`src/rtl/mem_arbiter.sv`:
```
// Word-level arbiter between dcache and icache onto a single-port RAM.
// Dcache has priority; a saturating starvation counter forces periodic fetches.
module mem_arbiter #(
  parameter int STARVE_LIMIT = 4,
  parameter int CNT_W        = 4
) (
  input  logic        CLK,
  input  logic        nRST,
  input  logic        dREN,
  input  logic        dWEN,
  input  logic [31:0] daddr,
  input  logic [31:0] dstore,
  output logic        dwait,
  output logic [31:0] dload,
  input  logic        iREN,
  input  logic [31:0] iaddr,
  output logic        iwait,
  output logic [31:0] iload,
  output logic        ramREN,
  output logic        ramWEN,
  output logic [31:0] ramaddr,
  output logic [31:0] ramstore,
  input  logic [31:0] ramload,
  input  logic [1:0]  ramstate
);

  typedef enum logic [1:0] {IDLE, DGRANT, IGRANT} state_t;
  localparam logic [1:0]       ACCESS = 2'd2;
  localparam logic [CNT_W-1:0] LIMIT  = CNT_W'(STARVE_LIMIT);

  state_t           r_state;
  logic [CNT_W-1:0] r_starve_cnt;

  logic w_d_req, w_starved, w_sel_d, w_sel_i, w_done;

  assign w_d_req   = dREN | dWEN;
  assign w_starved = (STARVE_LIMIT != 0) && (r_starve_cnt == LIMIT);

  // Selection is gated by nRST so outputs fall to reset values immediately.
  always_comb begin
    w_sel_d = 1'b0;
    w_sel_i = 1'b0;
    if (nRST) begin
      case (r_state)
        IDLE: begin
          w_sel_i = iREN && (!w_d_req || w_starved);
          w_sel_d = !w_sel_i && w_d_req;
        end
        DGRANT:  w_sel_d = w_d_req;
        IGRANT:  w_sel_i = iREN;
        default: ;
      endcase
    end
  end

  always_comb begin
    ramREN   = 1'b0;
    ramWEN   = 1'b0;
    ramaddr  = 32'h0;
    ramstore = 32'h0;
    if (w_sel_d) begin
      ramaddr  = daddr;
      ramstore = dstore;
      ramWEN   = dWEN;
      ramREN   = !dWEN;
    end else if (w_sel_i) begin
      ramaddr = iaddr;
      ramREN  = 1'b1;
    end
  end

  assign w_done = (w_sel_d | w_sel_i) && (ramstate == ACCESS);
  assign dwait  = !(w_sel_d && w_done);
  assign iwait  = !(w_sel_i && w_done);
  assign dload  = ramload;
  assign iload  = ramload;

  always_ff @(posedge CLK or negedge nRST) begin
    if (!nRST) begin
      r_state      <= IDLE;
      r_starve_cnt <= '0;
    end else begin
      // Every completed word returns to IDLE so each word is re-arbitrated.
      if (w_done)       r_state <= IDLE;
      else if (w_sel_d) r_state <= DGRANT;
      else if (w_sel_i) r_state <= IGRANT;
      else              r_state <= IDLE;

      if (!iREN || (w_sel_i && w_done))
        r_starve_cnt <= '0;
      else if (w_sel_d && w_done && r_starve_cnt < LIMIT)
        r_starve_cnt <= r_starve_cnt + 1'b1;
    end
  end

endmodule

```
`config.mk`:
```
export PLATFORM = sky130hd
export DESIGN_NAME = mem_arbiter
export DESIGN_NICKNAME = d
export VERILOG_FILES = /design/src/rtl/mem_arbiter.sv
export SDC_FILE = /design/constraint.sdc
export NUM_CORES = 1
export LEC_CHECK = 0
export CORE_AREA = 3 3 102 104
export CTS_CLUSTER_SIZE = 16
export DETAILED_ROUTE_END_ITERATION = 7
export DIE_AREA = 0 0 105 107
export HOLD_SLACK_MARGIN = 0.15
export MAX_ROUTING_LAYER = met4
export PLACE_DENSITY = 0.72
export SYNTH_ARGS = -nofsm -noshare
export SYNTH_HDL_FRONTEND = slang
export SYNTH_SLANG_ARGS = --single-unit
export TNS_END_PERCENT = 1
```
`constraint.sdc`:
```
create_clock -name CLK -period 2.8 [get_ports CLK]
set_clock_uncertainty 0.05 [all_clocks]
set_input_delay 0.56 -clock CLK [delete_from_list [all_inputs] [get_ports CLK]]
set_output_delay 0.56 -clock CLK [all_outputs]
set_load 0.01 [all_outputs]
```
== Word level (Yosys, flattened, before mapping) ==
Index checks and enable logic that the tools add are counted.

* $add $sub $neg: 1
* Order comparisons: 1
* Equal/unequal tests: 4
* Multiplexer cells: 15
* Bitwise logic cells: 2
* Reduce and logical (&&, ||, !) cells: 16

{| class="wikitable"
|+ Operators by type and width
! operator !! number
|-
| 32-bit two-way mux || 3
|-
| 4-bit two-way mux || 2
|-
| 1-bit logical AND || 6
|-
| 1-bit logical NOT || 6
|-
| 2-bit two-way mux || 3
|-
| 1-bit two-way mux || 5
|-
| 4-bit by 1-bit adder with 4-bit output, second input constant || 1
|-
| 2-bit equality test, second input constant || 2
|-
| 4-bit by 3-bit equality test with 1-bit output, second input constant || 1
|-
| 4-bit by 3-bit < comparator with 1-bit output, second input constant || 1
|-
| 1-bit case mux with 2 select lines || 2
|-
| 2-bit by 1-bit equality test with 1-bit output, second input constant || 1
|-
| 2-bit logical NOT || 1
|-
| 1-bit logical OR || 2
|-
| 1-bit OR || 2
|-
| 2-bit nonzero test || 1
|}

* Flip-flop bits (word level): 6
* Bits of input ports: 135
* Output and inout port bits: 132
* Logic and storage cells: 41

== Logic depth before layout (Yosys ltp) ==
* Depth after elaboration: 14
* Mapped depth: 7
* Gate-level depth less buffers: 5

== Worst setup path after synthesis ==
Ideal clock, no wire load.

* Path type: input to output
* From: in dREN
* To: out ramaddr[7]
* Arrival: 1.677 ns
* Data required time: 2.190 ns
* Slack: 0.513 ns
* Cell stages on the path: 4
* Path buffers: 1
* Cell sequence: o21ba_2 a2111oi_4 buf_6 a22o_1

* Longest elaborated chain between the ends: 9
* Elaborated cells between the ends (all ways): 12
* Those cells by class: 6 x mux; 1 x bitwise; 5 x reduce/logical

{| class="wikitable"
|+ RTL lines
! item !! RTL line !! source
|-
| from (decl) || 9 || <nowiki>input logic dREN,</nowiki>
|-
| 1-bit OR * || 36 || <nowiki>assign w_d_req = dREN | dWEN;</nowiki>
|-
| 1-bit logical NOT || 46 || <nowiki>w_sel_i = iREN && (!w_d_req || w_starved);</nowiki>
|-
| 1-bit logical OR || 46 ||
|-
| 1-bit logical AND || 46 ||
|-
| 1-bit logical NOT || 47 || <nowiki>w_sel_d = !w_sel_i && w_d_req;</nowiki>
|-
| 1-bit logical AND || 47 ||
|-
| 1-bit case mux with 2 select lines || 44 || <nowiki>case (r_state)</nowiki>
|-
| 1-bit two-way mux || 43 || <nowiki>if (nRST) begin</nowiki>
|-
| 32-bit two-way mux * || 61 || <nowiki>if (w_sel_d) begin</nowiki>
|-
| to (decl) || 21 || <nowiki>output logic [31:0] ramaddr,</nowiki>
|}

Mark *: on every way between the ends. The rest lies on a longest branch, timed or not.

== Final worst setup path ==
* From: in dWEN
* To: out ramaddr[6]

* Longest elaborated chain between the ends: 9
* Elaborated cells between the ends (all ways): 12
* Those cells by class: 6 x mux; 1 x bitwise; 5 x reduce/logical

{| class="wikitable"
|+ RTL lines
! item !! RTL line !! source
|-
| from (decl) || 10 || <nowiki>input logic dWEN,</nowiki>
|-
| 1-bit OR * || 36 ||
|-
| 1-bit logical NOT || 46 ||
|-
| 1-bit logical OR || 46 ||
|-
| 1-bit logical AND || 46 ||
|-
| 1-bit logical NOT || 47 ||
|-
| 1-bit logical AND || 47 ||
|-
| 1-bit case mux with 2 select lines || 44 ||
|-
| 1-bit two-way mux || 43 ||
|-
| 32-bit two-way mux * || 61 ||
|}

Marked as above.

==> results.md <==
- Max VDD drop: 0.102 mV
- Final Instance Area: 2840 um^2
- Xor-xnor portion of the synthesized cell area: 0%
- Largest family of logic cells by synthesized area: buffers and inverters
- Max-cap violations: 0
- Total number of vias: 1658
- Top cell type's share of synthesized area: 32.4%
- Count leader, synth: buf_4
- Setup violations, final: 2
- Syn nets: 314
- CP max-delay cell: clkdlybuf4s50_1
- First-pass GRT wire length: 9010 um
- Dpl ws: -0.358 ns
- Wire length per cell: 14.8 um
- CTS root buffer: clkbuf_8
- Core Footprint: 9640 um^2
- Placed standard-cell area: 2900 um^2
- Switching pwr: 168 uW
- Fin. max-slew vios: 0
- Antenna viol nets, final: 0
- Synthesized instance count: 177
- Initial antenna violation count: 0
- Overall global routing resource usage: 9.95%
- Post-Route Utilization: 29.5%
- DPL Wire Length: 5250 um
- Crit path max fanout: 35
- Syn Std Cell Area: 1480 um^2
- Crit path DAT: 2.29 ns
- Worst rel slew slack: 65.8%
- Post-route minimum period: 2.90 ns
- Switching fraction of total power: 28.4%
- Fmax: 0.345 GHz
- Pin count of the biggest net entering global routing: 47
- Crit-path cells: clkdlybuf4s50_1 > o21ba_4 > a2111oi_4 > buf_12 > a22o_2 > dlygate4sd2_1
- Antenna cells: 0
- Worst Path Required: 2.19 ns
- Ys Warns: 0
- Vias in the first global route: 1767
- WS Path Type: primary input to output pin
- Top cells by area, synth: buf_4 (32%), a22o_2 (21%), and2_1 (15%)
- Cell Pwr Density: 209 nW/um^2
- Hold Crit Class: register to register
- Sequential element share of the synthesized area: 10.1%
- RSZ-0062 raised after global routing: yes
- Leak: 1.46 nW
- CTS Buf Count: 3
- Global-route congestion overflow total: 0
- Sum of negative setup slack: -0.133 ns
- Clock sinks: 6
- Synth Area in Adders: 1.69%
- Sequential Power Share: 15.5%
- Filler Cells Inserted: 1047
- Crit path capture type: output pin
- Worst R2R Path Depth: 6
- Main synth FF type: dfrtp_1
- Commonest cells post-synth: buf_4 (64), and2_1 (35), a22o_2 (31)
- Clk slew on worst S/H paths: 0.04 ns
- Routed wire length: 6180 um
- Layout area overhead: 91.3%
- Internal power: 425 uW
- Die width: 105 um
- Worst hold path depth: 2
- EDFF count, synth: 0
- Vias per cell: 3.97
- Failing checks: setup timing
- Post-synthesis simple-gate area fraction: 20.8%
- Fraction of registers with async set/reset: 100%
- Fin. Hold Viols: 0
- DRC: 0
- Cell variety after synth: 29
- Outcome: finished, violations left
- Syn Area/Cell: 8.38 um^2
- Cts hold-fix bufs: 0
- CTS tree: done
- Post-synth top area cell: buf_4
- Number of H-tree levels: 1
- Tcrit/Tclk final: 104%
- Synth Area in Compound Gates: 29.4%
- First DRT Iteration DRCs: 79
- Die area: 11200 um^2
- Share of cells above drive strength 1: 28.8%
- Yosys reg bits: 6
- Latest clock arrival within the worst-skew pair: 0.22 ns
- Mux contribution to synthesized area: 0%
- Initial Utilization: 15.4%
- Setup bufs post-CTS: 0
- CP max stage delay: 0.43 ns
- # port buffers: 170
- RePlAce Congestion: 0.830
- Rows: 36
- Final worst setup slack: -0.0991 ns
- Gate power share: 63.0%
- Worst-Margin Slew: 0.513 ns
- Layout net count: 424
- Longest Clk Path Bufs: 2
- Pre-antenna DRT Iters: 4
- Launching element type of the critical path: primary input
- Num ports: 267
- Die height: 107 um
- Clock Power Share: 21.4%
## layout by cell type, fill, tap and decap left out, drive strengths merged
cell type and count:
clkdlybuf4s50 102, and2 35, clkbuf 33, a22o 32, dlymetal6s2s 19, dlygate4sd2 11
buf 11, clkdlybuf4s15 6, dfrtp 6, inv 5, nor2b 2, nand2 2
o31ai 2, nand4 2, a211oi 2, ha 2, a2111oi 2, nand3b 1
o21ba 1, o311a 1, nand2b 1, a21o 1, o21bai 1, or4b 1
nor4b 1, a41oi 1, nor3 1, nor3b 1
## worst max-delay path: cells and delay by family
family,cells,cell delay [ns]
AO/OA/AOI/OAI,3,0.78
buffers and inverters,3,0.93
## power groups by stage
stage	registers (mW)	logic (mW)	clock network, mW
final	0.0921	0.374	0.127
after global routing	0.0923	0.400	0.137
after CTS	0.0920	0.388	0.132
after detailed placement	0.0929	0.414	0
after global placement	0.0927	0.410	0
after floorplan	0.0923	0.222	0
## state kept, by name, indices dropped and copies added (netlist names)
| register | count |
|---|---|
| r_state | 2 |
| r_starve_cnt | 4 |
## per-layer routing
layer / global-route usage (%) / vias to the layer above / wire length [um]
met5: - / - / 0
met4: 3.19 / 0 / 114
met3: 3.25 / 19 / 673
met2: 17.2 / 131 / 3160
met1: 10.9 / 739 / 2230
li1: - / 769 / -
## per-stage QoR
| step | power, mW | hold WS (ns) | instances |
|---|---|---|---|
| after floorplan | 0.314 | 0.214 | 177 |
| after global placement | 0.503 | 0.513 | 415 |
| after detailed placement | 0.507 | 0.532 | 415 |
| after CTS | 0.611 | 0.543 | 418 |
| after global routing | 0.630 | 0.565 | 418 |
| final | 0.593 | 0.539 | 418 |
## logic make-up after synthesis
group,count (synthesis)
AO/OA/AOI/OAI,43
buffers and inverters,79
flip-flops,6
adder cells (fa/ha/maj),2
AND/OR/NAND/NOR,47
## final timing paths
kind / to / start / slack, ns
setup / recovery: ramaddr[6] / dWEN / -0.1
hold / removal: r_starve_cnt[1]$_DFFE_PN0P_ / r_starve_cnt[1]$_DFFE_PN0P_ / 0.54
setup reg to reg: r_state[1]$_DFF_PN0_ / r_starve_cnt[0]$_DFFE_PN0P_ / 1.10
hold reg to reg: r_starve_cnt[1]$_DFFE_PN0P_ / r_starve_cnt[1]$_DFFE_PN0P_ / 0.54
max in group asynchronous: r_starve_cnt[3]$_DFFE_PN0P_ / nRST / 1.84
min in group asynchronous: r_starve_cnt[0]$_DFFE_PN0P_ / nRST / 0.73
## what timing repair did
item                                   4_1_cts  5_1_grt
setup endpoints to repair                   68       67
gates resized for setup                     54       91
pin swaps                                    0        3
endpoints found under the hold margin        0        0
## layout make-up
cell class              instances  area [um^2]  share of cell area [%]
clock buffers                   3         41.3                    1.45
repair buffers                179         1680                    59.0
inverters                       5         18.8                   0.661
well taps                     133          166                    5.86
multi-input cells              92          787                    27.7
flip-flops and latches          6          150                    5.29
Power figures use the tool's default switching activity.
